$ cat src/rtl/la_capture.sv
// Logic-analyser capture: synchronised 8-channel sampling into a circular
// buffer, masked-pattern trigger with pre-trigger depth, oldest-first readout.
module la_capture #(
  parameter int AW    = 8,
  parameter int DIV_W = 32
) (
  input  logic             clk,
  input  logic             rst_n,
  input  logic [7:0]       din,
  input  logic             arm,
  input  logic             abort,
  input  logic [DIV_W-1:0] div_max,
  input  logic [7:0]       trig_pattern,
  input  logic [7:0]       trig_mask,
  input  logic [AW-1:0]    pre_cnt,
  input  logic             rd_req,
  output logic [7:0]       rd_data,
  output logic             rd_valid,
  output logic             rd_last,
  output logic             busy,
  output logic             triggered,
  output logic             done
);

  typedef enum logic [2:0] {IDLE, PRE, WAIT_TRIG, POST, DONE} state_t;

  localparam logic [AW:0] DEPTH_W = {1'b1, {AW{1'b0}}};

  state_t           state, state_next;
  logic [7:0]       sync1, s_din;
  logic [DIV_W-1:0] div_cnt;
  logic [AW-1:0]    wr_ptr, rd_ptr, rd_cnt;
  logic [AW:0]      smp_cnt, smp_cnt_next;
  logic [AW:0]      post_target;
  logic [7:0]       ch_hit;
  logic [7:0]       mem_q;
  logic [7:0]       mem [0:(1<<AW)-1];
  logic             running, tick, match, accept_arm;
  logic             wr_en, rd_en, trig_set;

  assign running     = (state == PRE) || (state == WAIT_TRIG) || (state == POST);
  assign tick        = running && (div_cnt == div_max);
  assign post_target = DEPTH_W - {1'b0, pre_cnt};
  assign accept_arm  = (state == IDLE) && arm && !abort;

  genvar gi;
  for (gi = 0; gi < 8; gi++) begin : g_match
    assign ch_hit[gi] = ~trig_mask[gi] | (s_din[gi] ~^ trig_pattern[gi]);
  end
  assign match = &ch_hit;

  always_comb begin
    state_next   = state;
    smp_cnt_next = smp_cnt;
    wr_en        = 1'b0;
    rd_en        = 1'b0;
    trig_set     = 1'b0;
    case (state)
      IDLE: begin
        if (arm) begin
          state_next   = PRE;
          smp_cnt_next = '0;
        end
      end
      PRE: begin
        if (pre_cnt == '0) begin
          state_next = WAIT_TRIG;
        end else if (tick) begin
          wr_en        = 1'b1;
          smp_cnt_next = smp_cnt + 1'b1;
          if (smp_cnt_next == {1'b0, pre_cnt}) begin
            state_next   = WAIT_TRIG;
            smp_cnt_next = '0;
          end
        end
      end
      WAIT_TRIG: begin
        if (tick) begin
          wr_en = 1'b1;
          if (match) begin
            // The trigger sample itself is the first post-trigger sample.
            trig_set     = 1'b1;
            smp_cnt_next = {{AW{1'b0}}, 1'b1};
            state_next   = (post_target == {{AW{1'b0}}, 1'b1}) ? DONE : POST;
          end
        end
      end
      POST: begin
        if (tick) begin
          wr_en        = 1'b1;
          smp_cnt_next = smp_cnt + 1'b1;
          if (smp_cnt_next == post_target) state_next = DONE;
        end
      end
      DONE: begin
        if (rd_req) begin
          rd_en = 1'b1;
          if (rd_cnt == '1) state_next = IDLE;
        end
      end
      default: state_next = IDLE;
    endcase
    if (abort) begin
      state_next = IDLE;
      wr_en      = 1'b0;
      rd_en      = 1'b0;
      trig_set   = 1'b0;
    end
  end

  always_ff @(posedge clk or negedge rst_n) begin
    if (!rst_n) begin
      state     <= IDLE;
      sync1     <= '0;
      s_din     <= '0;
      div_cnt   <= '0;
      wr_ptr    <= '0;
      rd_ptr    <= '0;
      rd_cnt    <= '0;
      smp_cnt   <= '0;
      rd_valid  <= 1'b0;
      rd_last   <= 1'b0;
      triggered <= 1'b0;
    end else begin
      sync1   <= din;
      s_din   <= sync1;
      state   <= state_next;
      smp_cnt <= smp_cnt_next;

      if (!running || tick) div_cnt <= '0;
      else                  div_cnt <= div_cnt + 1'b1;

      if (accept_arm) wr_ptr <= '0;
      else if (wr_en) wr_ptr <= wr_ptr + 1'b1;

      // DONE is always entered on a write edge, so the oldest sample sits
      // one past the slot being written now.
      if (state != DONE && state_next == DONE) begin
        rd_ptr <= wr_ptr + 1'b1;
        rd_cnt <= '0;
      end else if (rd_en) begin
        rd_ptr <= rd_ptr + 1'b1;
        rd_cnt <= rd_cnt + 1'b1;
      end

      rd_valid <= rd_en;
      rd_last  <= rd_en && (rd_cnt == '1);

      if (trig_set)                 triggered <= 1'b1;
      else if (state_next == IDLE)  triggered <= 1'b0;
      else if (accept_arm)          triggered <= 1'b0;
    end
  end

  // Buffer RAM: no reset so it maps onto block memory.
  always_ff @(posedge clk) begin
    if (wr_en) mem[wr_ptr] <= s_din;
    if (rd_en) mem_q <= mem[rd_ptr];
  end

  assign rd_data = rd_valid ? mem_q : 8'h00;
  assign busy    = running;
  assign done    = (state == DONE);

endmodule

$ cat config.mk
export PLATFORM = sky130hd
export DESIGN_NAME = la_capture
export DESIGN_NICKNAME = d
export VERILOG_FILES = /design/src/rtl/la_capture.sv
export SDC_FILE = /design/constraint.sdc
export NUM_CORES = 2
export LEC_CHECK = 0
export ABC_CLOCK_PERIOD_IN_PS = 9690
export BUFFER_PORTS_ARGS = -buffer_cell sky130_fd_sc_hd__clkbuf_2
export CAP_MARGIN = 20
export CORE_MARGIN = 2
export CORE_UTILIZATION = 55
export DETAILED_ROUTE_END_ITERATION = 16
export GPL_TIMING_DRIVEN = 0
export PLACE_DENSITY = 0.71
export SLEW_MARGIN = 30
export SYNTH_ARGS = -nofsm -noshare
export SYNTH_HDL_FRONTEND = slang
export SYNTH_SLANG_ARGS = --single-unit
$ cat constraint.sdc
create_clock -name clk -period 9.69 [get_ports clk]
set_input_delay 1.938 -clock clk [delete_from_list [all_inputs] [get_ports clk]]
set_output_delay 1.938 -clock clk [all_outputs]
set_load 0.05 [all_outputs]
==> metrics.txt <==
# TYPE chip_impl_metric gauge
chip_impl_info{name="cpMaxStageDelayCell",value="sky130_fd_sc_hd__nor3_1"} 1
chip_impl_metric{name="quantity_of_i_o_buffers_inserted_on_ports",unit=""} 79
chip_impl_metric{name="initial_utilization",unit="%"} 55.37
chip_impl_info{name="setup.worst_path.end_class",value="register"} 1
chip_impl_metric{name="synth_area_per_cell",unit="µm²"} 22.12
chip_impl_metric{name="post-place-ws",unit="ps"} 2920
chip_impl_metric{name="finalClockSkew",unit="ps"} 33.82
chip_impl_metric{name="leakage",unit="nW"} 29.19
chip_impl_metric{name="fp.dieH",unit="µm"} 395.3
chip_impl_metric{name="first_pass_iteration_count_of_the_detailed_router",unit=""} 9
chip_impl_metric{name="regToRegSetupSlack",unit="ps"} 4290
chip_impl_metric{name="layout.nets",unit=""} 4236
chip_impl_metric{name="die_area",unit="mm²"} 0.1563
chip_impl_metric{name="cts_inserted_buffers",unit=""} 206
chip_impl_info{name="synth_area_leaders",value="sky130_fd_sc_hd__edfxtp_1 (73%), sky130_fd_sc_hd__mux4_2 (18%), sky130_fd_sc_hd__dfrtp_1 (2.6%)"} 1
chip_impl_metric{name="global_route.usage.total",unit="%"} 28.23
chip_impl_metric{name="power_switching",unit="mW"} 3.609
chip_impl_info{name="yosysTopAreaCell",value="sky130_fd_sc_hd__edfxtp_1"} 1
chip_impl_metric{name="synthArstFlopShare",unit="%"} 4.060
chip_impl_metric{name="hold_path_cells",unit=""} 0
chip_impl_metric{name="fin_crit",unit="ps"} 6186
chip_impl_metric{name="routed_wire_length_per_instance",unit="µm"} 34.31
chip_impl_metric{name="ys_warn_count",unit=""} 0
chip_impl_metric{name="number_of_vias_after_detailed_routing",unit=""} 41900
chip_impl_metric{name="post_cts.resized_instances",unit=""} 0
chip_impl_metric{name="cts.sinks",unit=""} 2143
chip_impl_metric{name="synth.top_cell.area_share",unit="%"} 73.31
chip_impl_metric{name="post-dp-hpwl",unit="mm"} 147.0
chip_impl_metric{name="dr.first_iter.drc_count",unit=""} 6076
chip_impl_metric{name="setup_tns",unit="ps"} 0
chip_impl_metric{name="final_layout_size_suffix_gt1_share",unit="%"} 28.70
chip_impl_metric{name="critPathMaxFanout",unit=""} 10
chip_impl_metric{name="synth-edff-count",unit=""} 2056
chip_impl_metric{name="timing_max_transition_violations_final",unit=""} 0
chip_impl_metric{name="die-width",unit="µm"} 395.3
chip_impl_metric{name="largest_net_degree_at_the_start_of_global_routing",unit=""} 70
chip_impl_metric{name="power",unit="mW"} 18.18
chip_impl_metric{name="floorplan.io_pins",unit=""} 82
chip_impl_metric{name="achievable-frequency",unit="GHz"} 0.1617
chip_impl_info{name="synth.most_common_cell",value="sky130_fd_sc_hd__edfxtp_1"} 1
chip_impl_metric{name="global_route_wire_length_before_repair",unit="mm"} 308.1
chip_impl_metric{name="synth_cells",unit=""} 3807
chip_impl_metric{name="syn_nets",unit=""} 3886
chip_impl_metric{name="area.growth.synth_to_final",unit="%"} 12.94
chip_impl_metric{name="grt_pass1_vias",unit=""} 41560
chip_impl_info{name="hold_start",value="sync1[7]$_DFF_PN0_"} 1
chip_impl_metric{name="power.density_cell_area",unit="mW/mm²"} 191.2
chip_impl_metric{name="clockBufferDepth",unit=""} 3
chip_impl_info{name="synthFlopType",value="sky130_fd_sc_hd__edfxtp_1"} 1
chip_impl_metric{name="rr_worst_depth",unit=""} 10
chip_impl_metric{name="post_cts_hold_buffer_count",unit=""} 0
chip_impl_metric{name="postCtsSetupBuffers",unit=""} 0
chip_impl_info{name="cts.root.buffer_cell",value="sky130_fd_sc_hd__clkbuf_16"} 1
chip_impl_metric{name="worst_slack",unit="ps"} 3504
chip_impl_info{name="netlist_top_cells_count",value="sky130_fd_sc_hd__edfxtp_1 (2056), sky130_fd_sc_hd__mux4_2 (672), sky130_fd_sc_hd__nor2_1 (326)"} 1
chip_impl_metric{name="cap_violations",unit=""} 0
chip_impl_info{name="status",value="finished, final reports clean"} 1
chip_impl_metric{name="std_cell_rows",unit=""} 143
chip_impl_metric{name="finalHoldViolCount",unit=""} 0
chip_impl_info{name="worst_r2r_endpoint",value="mem[126][0]$_DFFE_PP_"} 1
chip_impl_metric{name="critical_path_required",unit="ps"} 10130
chip_impl_info{name="worstReg2RegStart",value="div_cnt[22]$_DFF_PN0_"} 1
chip_impl_metric{name="crit_arrival",unit="ps"} 6620
chip_impl_metric{name="post_synth_instance_area",unit="mm²"} 0.08421
chip_impl_metric{name="combinationalPowerShare",unit="%"} 1.2
chip_impl_metric{name="path_buf_inv",unit=""} 3
chip_impl_info{name="critical_path.top_delay_family",value="simple AND/OR/NAND/NOR gates"} 1
chip_impl_metric{name="global_route.overflow_total",unit=""} 0
chip_impl_metric{name="timing.final.setup_violations",unit=""} 0
chip_impl_metric{name="max-slew-margin-rel",unit="%"} 19.76
chip_impl_metric{name="power_switching_share",unit="%"} 19.85
chip_impl_metric{name="distinct_cell_type_count_after_synthesis",unit=""} 62
chip_impl_metric{name="fillers",unit=""} 10140
chip_impl_metric{name="insertion_delay",unit="ps"} 840
chip_impl_metric{name="final_cell_area",unit="mm²"} 0.09511
chip_impl_info{name="path_class",value="in -> reg"} 1
chip_impl_metric{name="worst_path_largest_cell_delay",unit="ps"} 920
chip_impl_metric{name="timing.final.crit_share",unit="%"} 63.84
chip_impl_info{name="start_kind",value="primary input"} 1
chip_impl_metric{name="drcViolationCount",unit=""} 0
chip_impl_metric{name="slew_of_the_pin_with_the_lowest_slew_margin",unit="ps"} 1194
chip_impl_metric{name="core_area",unit="mm²"} 0.1521
chip_impl_metric{name="postSynthRegisterBits",unit=""} 2143
chip_impl_metric{name="detailed_place.area",unit="mm²"} 0.08862
chip_impl_metric{name="antenna_found_initial",unit=""} 8
chip_impl_metric{name="viasPerCell",unit=""} 6.592
chip_impl_metric{name="seq_power_share",unit="%"} 55.9
chip_impl_info{name="tritoncts",value="yes"} 1
chip_impl_metric{name="peakVddDrop",unit="mV"} 0.1867
chip_impl_info{name="cell_chain_critical_path",value="clkbuf_2, xor2_1, nor4_1, nand4_1, nor4_4, nand2_1, buf_2, nor3_1, nand2_1, buf_2, nor2_1"} 1
chip_impl_metric{name="ys_seq_area_share",unit="%"} 75.90
chip_impl_metric{name="wl",unit="mm"} 218.1
chip_impl_metric{name="power.clock.fraction",unit="%"} 42.8
chip_impl_metric{name="cts.reportedPaths.clkPinSlew",unit="ps"} 60
chip_impl_metric{name="route.antenna.remaining_nets",unit=""} 0
chip_impl_metric{name="finalWeightedCongestion",unit=""} 0.9073
chip_impl_metric{name="power.internal",unit="mW"} 14.57
chip_impl_info{name="grt_setup_unrepaired",value="no"} 1
chip_impl_metric{name="clock_h_tree_levels",unit=""} 4
chip_impl_info{name="worstHoldEndpoint",value="s_din[7]$_DFF_PN0_"} 1
chip_impl_metric{name="final_core_util",unit="%"} 62.54
chip_impl_info{name="worstHoldPathType",value="reg -> reg"} 1
## per-stage QoR
stage / hold WS, ps / cells
global placement: 331.2 / 5916
floorplan: 331.2 / 3807
detailed placement: 336.4 / 5978
finish: 351.1 / 6356
global route: 352.4 / 6354
CTS: 349.6 / 6353
## worst reg2reg max path, stage by stage (launching register included)
cell	delay (ps)
sky130_fd_sc_hd__dfrtp_1	430
sky130_fd_sc_hd__xor2_1	160
sky130_fd_sc_hd__nor4_1	360
sky130_fd_sc_hd__nand4_1	380
sky130_fd_sc_hd__nor4_4	760
sky130_fd_sc_hd__nand2_1	180
sky130_fd_sc_hd__buf_2	240
sky130_fd_sc_hd__nor3_1	920
sky130_fd_sc_hd__nand2_1	500
sky130_fd_sc_hd__buf_2	340
sky130_fd_sc_hd__nor2_1	750
## per-layer routing
layer  wire, µm  vias to the layer above  part of all wire, %  GRT usage [%]
li1           -                    16610                    -              -
met1      80840                    22230                   37          39.54
met2     102400                     2609                   47          42.98
met3      25530                      432                   12          7.612
met4       9229                       10                  4.2          11.09
met5         61                        -                0.028              0
## logic make-up (layout without fill, tap and decap cells)
family,Yosys count,count (layout),share of synthesized area [%]
other,0,2,0
adder cells (fa/ha/maj),10,10,0.1486
flip-flops,2143,2143,75.90
XOR/XNOR,107,107,1.131
AO/OA/AOI/OAI,83,83,0.6954
AND/OR/NAND/NOR,555,555,2.914
buffers and inverters,230,747,1.154
multiplexers,679,679,18.06
## state kept, by name (all words and copies together), names as in the netlist
register	cells
sync1	8
mem_q	8
div_cnt	32
rd_last	1
state	3
rd_ptr	8
wr_ptr	8
rd_cnt	8
rd_valid	1
triggered	1
smp_cnt	9
s_din	8
mem	2048
## power groups by stage
stage               Combinational (mW)  Sequential (mW)  Clock, mW
global route                     0.243             10.2       8.19
detailed placement               0.225             10.4          0
floorplan                       0.0321             10.4          0
global placement                0.0652             10.5          0
finish                           0.226             10.2       7.78
CTS                              0.225             10.2       7.84
## area by class of cell
cell class	instances	area (µm²)	area share [%]
Antenna cell	2	5.005	0.005262
Buffer	215	983.4	1.034
Clock buffer	282	5533	5.817
Clock inverter	93	918.4	0.9656
Inverter	15	56.30	0.05920
Multi-Input combinational cell	1434	19370	20.37
Sequential cell	2143	63950	67.23
Tap cell	2030	2540	2.671
Timing Repair Buffer	142	1754	1.844
## worst max-delay path by stage
| stage | from | to | slack, ps | cells past startpoint |
|---|---|---|---|---|
| finish | div_max[22] | mem[126][0]$_DFFE_PP_ | 3500 | 11 |
| global route | div_max[22] | mem[124][4]$_DFFE_PP_ | 3610 | 11 |
| CTS | div_max[22] | mem[95][5]$_DFFE_PP_ | 3790 | 11 |
| detailed placement | div_max[22] | mem[120][3]$_DFFE_PP_ | 2920 | 11 |
| global placement | s_din[3]$_DFF_PN0_ | rd_ptr[6]$_DFFE_PN0P_ | 700 | 9 |
| floorplan | s_din[7]$_DFF_PN0_ | rd_ptr[4]$_DFFE_PN0P_ | 4620 | 9 |
## placed cells by master (no fill, tap or decap), types with 14 or more instances in the layout
master                      count
sky130_fd_sc_hd__a22oi_1       20
sky130_fd_sc_hd__and2_1        20
sky130_fd_sc_hd__and3_1        16
sky130_fd_sc_hd__buf_12        18
sky130_fd_sc_hd__buf_16        32
sky130_fd_sc_hd__buf_2         78
sky130_fd_sc_hd__bufinv_16     14
sky130_fd_sc_hd__clkbuf_1     151
sky130_fd_sc_hd__clkbuf_16    208
sky130_fd_sc_hd__clkbuf_2     123
sky130_fd_sc_hd__clkinv_1      33
sky130_fd_sc_hd__clkinv_2      25
sky130_fd_sc_hd__dfrtp_1       79
sky130_fd_sc_hd__edfxtp_1    2056
sky130_fd_sc_hd__inv_1         15
sky130_fd_sc_hd__mux4_2       672
sky130_fd_sc_hd__nand2_1       81
sky130_fd_sc_hd__nand3_1       33
sky130_fd_sc_hd__nand4_1       14
sky130_fd_sc_hd__nor2_1       319
sky130_fd_sc_hd__o21ai_0       20
sky130_fd_sc_hd__xnor2_1       31
sky130_fd_sc_hd__xor2_1        75
Note: power is estimated with default switching activity, not from simulation.
